**src/rtl/mu_mul16_if.sv**
```systemverilog
// Operand/result bundle for the mu_mul16 pipelined multiplier.
// master drives the operands; slave is the multiplier itself.
interface mu_mul16_if #(
  parameter int WIDTH = 16
);
  logic                 in_valid;
  logic [WIDTH-1:0]     a;
  logic [WIDTH-1:0]     b;
  logic [2*WIDTH-1:0]   result;
  logic                 out_valid;

  modport master (output in_valid, output a, output b, input result, input out_valid);
  modport slave  (input in_valid, input a, input b, output result, output out_valid);
endinterface

```
**src/rtl/mu_mul16.sv**
```systemverilog
// Two-stage unsigned WIDTH x WIDTH multiplier: stage 1 reduces the partial
// products to carry-save form, stage 2 performs the final carry-propagate add.
module mu_mul16 #(
  parameter int WIDTH = 16
) (
  input  logic       clk,
  input  logic       rst,
  mu_mul16_if.slave  bus
);
  localparam int PW = 2 * WIDTH;

  logic [PW-1:0] sum_d, sum_q;
  logic [PW-1:0] carry_d, carry_q;
  logic          valid_d, valid_q;
  logic [PW-1:0] result_d, result_q;
  logic          out_valid_d, out_valid_q;

  function automatic logic [PW-1:0] csa_sum(input logic [PW-1:0] x,
                                            input logic [PW-1:0] y,
                                            input logic [PW-1:0] z);
    return x ^ y ^ z;
  endfunction

  // Majority bit moves one place up; the bit shifted out of the top is always 0.
  function automatic logic [PW-1:0] csa_carry(input logic [PW-1:0] x,
                                              input logic [PW-1:0] y,
                                              input logic [PW-1:0] z);
    logic [PW-1:0] maj;
    maj = (x & y) | (x & z) | (y & z);
    return {maj[PW-2:0], 1'b0};
  endfunction

  // Stage 1: partial products folded through a linear carry-save chain.
  always_comb begin
    logic [PW-1:0] pp;
    logic [PW-1:0] next_sum;
    pp       = '0;
    next_sum = '0;
    sum_d    = '0;
    carry_d  = '0;
    for (int i = 0; i < WIDTH; i++) begin
      pp       = {{WIDTH{1'b0}}, bus.a & {WIDTH{bus.b[i]}}} << i;
      next_sum = csa_sum(sum_d, carry_d, pp);
      carry_d  = csa_carry(sum_d, carry_d, pp);
      sum_d    = next_sum;
    end
    valid_d = bus.in_valid;
  end

  // Stage 2: carry-propagate add and valid hand-off.
  always_comb begin
    result_d    = sum_q + carry_q;
    out_valid_d = valid_q;
  end

  // Pipeline registers, cleared together by the synchronous reset.
  always_ff @(posedge clk) begin
    if (rst) begin
      sum_q       <= '0;
      carry_q     <= '0;
      valid_q     <= 1'b0;
      result_q    <= '0;
      out_valid_q <= 1'b0;
    end else begin
      sum_q       <= sum_d;
      carry_q     <= carry_d;
      valid_q     <= valid_d;
      result_q    <= result_d;
      out_valid_q <= out_valid_d;
    end
  end

  assign bus.result    = result_q;
  assign bus.out_valid = out_valid_q;
endmodule

```
**src/flat_wrapper.sv**
```systemverilog
// flat-port wrapper written by rule: the top's interface ports become plain ports
module mu_mul16_flat 
#(
  parameter int WIDTH = 16
)
  (clk, rst, bus_in_valid, bus_a, bus_b, bus_result, bus_out_valid);
  mu_mul16_if #(.WIDTH(WIDTH)) bus_i ();
  input  logic clk;
  input  logic rst;
  input wire logic [$bits(bus_i.in_valid)-1:0] bus_in_valid;
  input wire logic [$bits(bus_i.a)-1:0] bus_a;
  input wire logic [$bits(bus_i.b)-1:0] bus_b;
  output wire logic [$bits(bus_i.result)-1:0] bus_result;
  output wire logic [$bits(bus_i.out_valid)-1:0] bus_out_valid;
  assign bus_i.in_valid = bus_in_valid;
  assign bus_i.a = bus_a;
  assign bus_i.b = bus_b;
  assign bus_result = bus_i.result;
  assign bus_out_valid = bus_i.out_valid;
  mu_mul16 #(.WIDTH(WIDTH)) u_core (.clk(clk), .rst(rst), .bus(bus_i));
endmodule
```
**config.mk**
```make
export PLATFORM = sky130hd
export DESIGN_NAME = mu_mul16_flat
export DESIGN_NICKNAME = d
export VERILOG_FILES = /design/src/rtl/mu_mul16_if.sv /design/src/rtl/mu_mul16.sv /design/src/flat_wrapper.sv
export SDC_FILE = /design/constraint.sdc
export NUM_CORES = 1
export LEC_CHECK = 0
export BUFFER_PORTS_ARGS = -buffer_cell sky130_fd_sc_hd__clkbuf_2
export CORE_MARGIN = 5
export CORE_UTILIZATION = 50
export DETAILED_ROUTE_END_ITERATION = 7
export PLACE_DENSITY = 0.68
export SYNTH_ARGS = -nofsm -noshare
export SYNTH_HDL_FRONTEND = slang
export SYNTH_SLANG_ARGS = --single-unit
```
**constraint.sdc**
```tcl
create_clock -name clk -period 15 [get_ports clk]
set_input_delay 0.75 -clock clk [delete_from_list [all_inputs] [get_ports clk]]
set_output_delay 0.75 -clock clk [all_outputs]
set_load 0.005 [all_outputs]
```
==> metrics.cfg, run 1 <==
[outcome]
status=complete, no violations

[synthesis]
synth_seq_cells=80
ys.flop_type=dfxtp_1
synth_compound_area_share_pct=3.333
syn_nets=1145
synth_mux_area_share_pct=0.2401
synth-simple-area-share_pct=19.53
yosysTopAreaCell=fa_1
synth-async-reset-ratio_pct=0
post_synth_xor_area_fraction_pct=0.5931
syn_area_mm2=0.008860
synth_area_per_cell_um2=10.20
synth-edff-count=0
synth_top_area_share_pct=47.68
synthAdderAreaFrac_pct=51.91
ys_types=41
synth_top_family_by_area=adder cells
synth_area_leaders=fa_1 (48%), dfxtp_1 (18%), nand2_1 (7.1%), and2_1 (6.5%), inv_1 (4.3%)
syn_inst=869
yosysWarnings=0
ys_seq_area_share_pct=18.08

[floorplan]
dieWidth_um=143.1
dieArea_mm2=0.02048
start_util_pct=51.05
ios=68
rows=48
core_area_mm2=0.01736
die_h_um=143.1

[detailed_routing]
viasPerCell=4.896
wirelength_mm=13.98
drt-initial-drc-count=105
wl_per_cell_um=12.33
drc=0
dr.pass1.iters=4
num_vias=5552
antenna_left=0

[grt]
grt_use_total_pct=15.24
grt_pass1_vias=5812
grt_first_pass_wirelength_mm=25.85
grt_start_max_net_pins=83
antenna_found_initial=0
grt_overflow=0

[placement]
placed_cells=1119
hpwl_mm=12.04
portBuffers=67
place.gp.congestion=0.7839

[clock_network]
clk_pin_slew_worst_paths_ns=0.06
cts_setup_buffers=0
tritoncts=built
clock_latency_ns=0.33
cts_buffers=9
ctsHoldBuffers=0
postCtsResizedCells=0
h-tree-depth=3
clockBufferDepth=2
root_buffer=clkbuf_16
cts.sink_count=80

[setup_path]
path_class=primary input to flip-flop
cp.arrival_ns=8.26
critical_path_required_ns=15.20
worstPathMaxFanout=16
worst_setup_path_start_kind=primary input
worstSetupEndpointType=flip-flop

[sta]
rsz0062_at_grt=false
setup_tns_ns=0
hold_viol_final=0
tightest_slew_ns=0.7652
drv_slew=0
skew_ns=0.005737
relSlewSlack_pct=48.99
finalCriticalPeriod_ns=8.067
finalCritPeriodShare_pct=53.78
timing.fmax_ghz=0.1240
setup_viol_count_final=0

[run]
drv_cap=0

[cells_and_area]
final_cells=1134
syn2layout_area_growth_pct=8.558
drive_gt1_share_pct=10.12
nNetsFinal=1181
fillCellCount=1573
diodes=0

[worst_hold_path]
hold_class=flip-flop to flip-flop

## cells in the mapped netlist (all sizes together) (3+ instances only)
cell type / number
nor2: 29
o21a: 5
clkbuf: 41
dfxtp: 80
inv: 102
xnor2: 3
o21ai: 6
and2: 92
a211oi: 3
a21o: 4
nor3: 5
nor2b: 52
a21oi: 9
nand2: 167
xor2: 3
ha: 30
nand2b: 3
nand3: 3
fa: 211
## logic make-up (layout without fill, tap and decap cells)
kind of cell	Yosys count	after routing
DFF	80	80
AOI/OAI and AO/OA	40	40
and+or+nand+nor	355	355
muxes	2	2
buffers and inverters	145	185
adders and majority gates	241	241
xor gates and xnor gates	6	6
## per-layer routing
metal  track usage [%]  vias to the layer above  routed length, um
li1                  -                     2651                  -
met1             19.89                     2832               6138
met2             26.51                       55               7247
met3             2.679                       14                406
met4             3.802                        0                192
met5                 0                        -                  0
## stage by stage
step / utilization (%) / area, um2 / hold slack [ns] / worst slack (ns)
2_1_floorplan: - / 8860 / 0.4138 / 6.903
3_3_place_gp: 53.63 / 9308 / 0.4154 / 6.626
3_5_place_dp: 53.63 / 9308 / 0.4212 / 6.577
4_1_cts: 55.41 / 9618 / 0.4342 / 6.942
5_1_grt: 55.41 / 9618 / 0.4557 / 6.695
6_report: 55.41 / 9618 / 0.4327 / 6.933
## critical path, cell delays in order
cell      delay, ns
clkbuf_2       0.21
and2_1         0.22
ha_1           0.29
inv_1          0.07
fa_1           0.42
fa_1           0.49
inv_1          0.05
fa_1           0.49
fa_1           0.43
fa_1           0.51
fa_1           0.44
fa_1           0.51
fa_1           0.43
fa_1           0.51
fa_1           0.43
fa_1           0.49
inv_1          0.05
fa_1           0.38
fa_1           0.51
inv_1          0.05
fa_1           0.41
nor2b_1        0.13
## layout make-up
cell class | instances | area [um2] | share of cell area, %
clock inverter | 5 | 81.33 | 0.8456
tap | 225 | 281.5 | 2.927
multi-input combinational | 644 | 6699 | 69.65
clock buffer | 10 | 229.0 | 2.381
sequential | 80 | 1602 | 16.65
inverter | 102 | 382.9 | 3.981
timing repair buffer | 68 | 342.8 | 3.564
## final timing paths
kind	from	to	slack, ns	cells after the start
max reg2reg	u_core.carry_q[16]	u_core.bus.result[30]	12.92	9
min reg2reg	u_core.sum_q[12]	u_core.bus.result[12]	0.43	1
min	u_core.sum_q[12]	u_core.bus.result[12]	0.43	1
max	bus_a[13]	u_core.sum_q[15]	6.93	22
## registers in the layout, indices dropped and copies added (netlist names)
signal                flops
u_core.out_valid_d        1
u_core.carry_q           15
u_core.bus.out_valid      1
u_core.bus.result        32
u_core.sum_q             31
## placed cells by master, fill, tap and decap left out, types with 3 or more instances in the layout
cell type,instances
nand2b_1,3
xnor2_1,3
nor2_1,29
a21oi_1,7
nand2_1,167
and2_1,92
fa_1,211
ha_1,30
inv_1,102
a21o_1,3
clkbuf_16,9
nor3_1,5
o21a_1,5
clkbuf_2,67
dfxtp_1,80
o21ai_0,4
nor2b_1,52
xor2_1,3
Power of run 1 is left out: the tool's default activity adds up to more than one toggle a clock period on the data nets, which glitch-free logic cannot reach.
==> inputs of run 2 (changes only) <==
Clock period 15 ns to 8.3 ns, I/O delays scaled along.
==> run 2 against run 1 <==
  * Design area about the same
  * Sequential cell count unchanged
  * Sequential share of layout area about the same
  * Non-clock buffer count grew 5
  * Core utilization hardly changed
  * Count of clock-buffer cells in the layout increased by 1
  * Global-route usage down 0.27 points
  * Clock skew increased by 0.0036 ns
  * Final cell count increased by 0.53%
  * Critical path type unchanged
  * Critical endpoint unchanged
  * Highest routed layer unchanged
==> metrics.cfg, run 2 (synthesis gave the netlist of run 1 again) <==
[placement]
hpwl_mm=11.81  ; -1.9%
place.gp.congestion=0.8048  ; +2.7%
portBuffers=67  ; unchanged

[detailed_routing]
wirelength_mm=13.83  ; -1.1%
dr.pass1.iters=4  ; unchanged
antenna_left=0  ; unchanged
wl_per_cell_um=12.13  ; -1.6%
viasPerCell=5.002  ; +2.2%
drt-initial-drc-count=141  ; +34%
drc=0  ; unchanged
num_vias=5702  ; +2.7%

[sta]
drv_slew=0  ; unchanged
setup_viol_count_final=0  ; unchanged
finalCritPeriodShare_pct=92.58
tightest_slew_ns=0.7661  ; +0.0008428 ns
rsz0062_at_grt=false
setup_tns_ns=0  ; unchanged
hold_viol_final=0  ; unchanged
timing.fmax_ghz=0.1301
skew_ns=0.009329  ; +0.003592 ns
holdWs_ns=0.2936  ; -0.1391 ns
relSlewSlack_pct=48.93  ; -0.056 points
finalCriticalPeriod_ns=7.684

[setup_path]
worst_setup_path_start_kind=primary input
path_class=primary input to flip-flop
critical_path_required_ns=8.49  ; -6.71 ns
worstSetupEndpointType=flip-flop
cpMostUsedCell=fa_1
max_stage_delay_ns=0.53  ; +0.02 ns
critPathBufInv=5  ; unchanged
cp.arrival_ns=7.88  ; -0.38 ns
critPathTopFamily=adder cells
worstPathMaxFanout=16  ; unchanged
worstPathCellList=clkbuf_2 -> and2_1 -> ha_1 -> inv_1 -> fa_1 -> fa_1 -> inv_1 -> fa_1 -> fa_1 -> fa_1 -> fa_1 -> fa_1 -> fa_1 -> fa_1 -> fa_1 -> fa_1 -> inv_1 -> fa_1 -> fa_1 -> inv_1 -> fa_1 -> nor2b_1
slowest_stage=fa_1

[grt]
grt_start_max_net_pins=83  ; unchanged
antenna_found_initial=0  ; unchanged
grt_pass1_vias=5929  ; +2.0%
grt_first_pass_wirelength_mm=25.67  ; -0.72%
grt_use_total_pct=14.97  ; -0.27 points
grt_overflow=0  ; unchanged

[clock_network]
root_buffer=clkbuf_16
clock_latency_ns=0.34  ; about the same
clockBufferDepth=2  ; unchanged
tritoncts=built
postCtsResizedCells=0  ; unchanged
cts_setup_buffers=0  ; unchanged
cts_buffers=9  ; unchanged
cts.sink_count=80  ; unchanged
h-tree-depth=3  ; unchanged
ctsHoldBuffers=0  ; unchanged
clk_pin_slew_worst_paths_ns=0.06  ; about the same

[floorplan]
rows=48  ; unchanged
dieWidth_um=143.1  ; unchanged
ios=68  ; unchanged
core_area_mm2=0.01736  ; unchanged
dieArea_mm2=0.02048  ; unchanged
start_util_pct=51.05  ; unchanged
die_h_um=143.1  ; unchanged

[cells_and_area]
layout_commonest_cell=fa_1
syn2layout_area_growth_pct=8.572  ; about the same
drive_gt1_share_pct=10.71  ; +0.59 points
layout_common_cells=fa_1 (211), nand2_1 (167), inv_1 (102)
largest_reg_flops=32  ; unchanged
diodes=0  ; unchanged
nNetsFinal=1186  ; +0.42%

[outcome]
status=complete, no violations

[run]
drv_cap=0  ; unchanged

[worst_hold_path]
hold_class=primary input to flip-flop

==> run 2: cell count changes in the layout (fill, tap and decap cells not counted), sizes merged <==
cell | previous run | this run
buf | 1 | 6
bufinv | 2 | 0
clkinv | 1 | 3
clkbuf | 77 | 78
==> run 2: area by class of cell <==
type                       count  area, um2
clock buffer                  11      242.7
clock inverter                 5      31.28
fill                        1616       7737
inverter                     102      382.9
multi-input combinational    644       6699
sequential                    80       1602
tap                          225      281.5
timing repair buffer          73      380.4
==> run 2: stage by stage <==
stage | utilization [%] | std cells | setup slack [ns] | instance area, um2
global route | 55.42 | 1140 | 0.3252 | 9619
global placement | 53.84 | 1124 | 0.3073 | 9345
detailed placement | 53.84 | 1124 | 0.2400 | 9345
CTS | 55.42 | 1140 | 0.6061 | 9619
finish | 55.42 | 1140 | 0.6160 | 9619
floorplan | - | 869 | 0.5384 | 8860
==> run 2: worst paths after layout <==
| kind | from | end | slack, ns | depth (start not counted) |
|---|---|---|---|---|
| worst max-delay path | bus_b[1] | u_core.sum_q[15] | 0.62 | 22 |
| worst min-delay path | bus_in_valid | u_core.out_valid_d | 0.29 | 2 |
| worst max register to register | u_core.carry_q[16] | u_core.bus.result[30] | 6.20 | 9 |
| worst min register to register | u_core.sum_q[11] | u_core.bus.result[11] | 0.43 | 1 |
==> run 2: metal layers <==
layer  GRT usage, %  up-vias  part of all wire [%]
met2          25.99       70                    52
met4          4.052        0                   1.5
met3          2.780       15                   3.6
met1          19.33     2961                    43
li1               -     2656                     -
met5              0        -                     0
Power of run 2 is left out for the same reason.
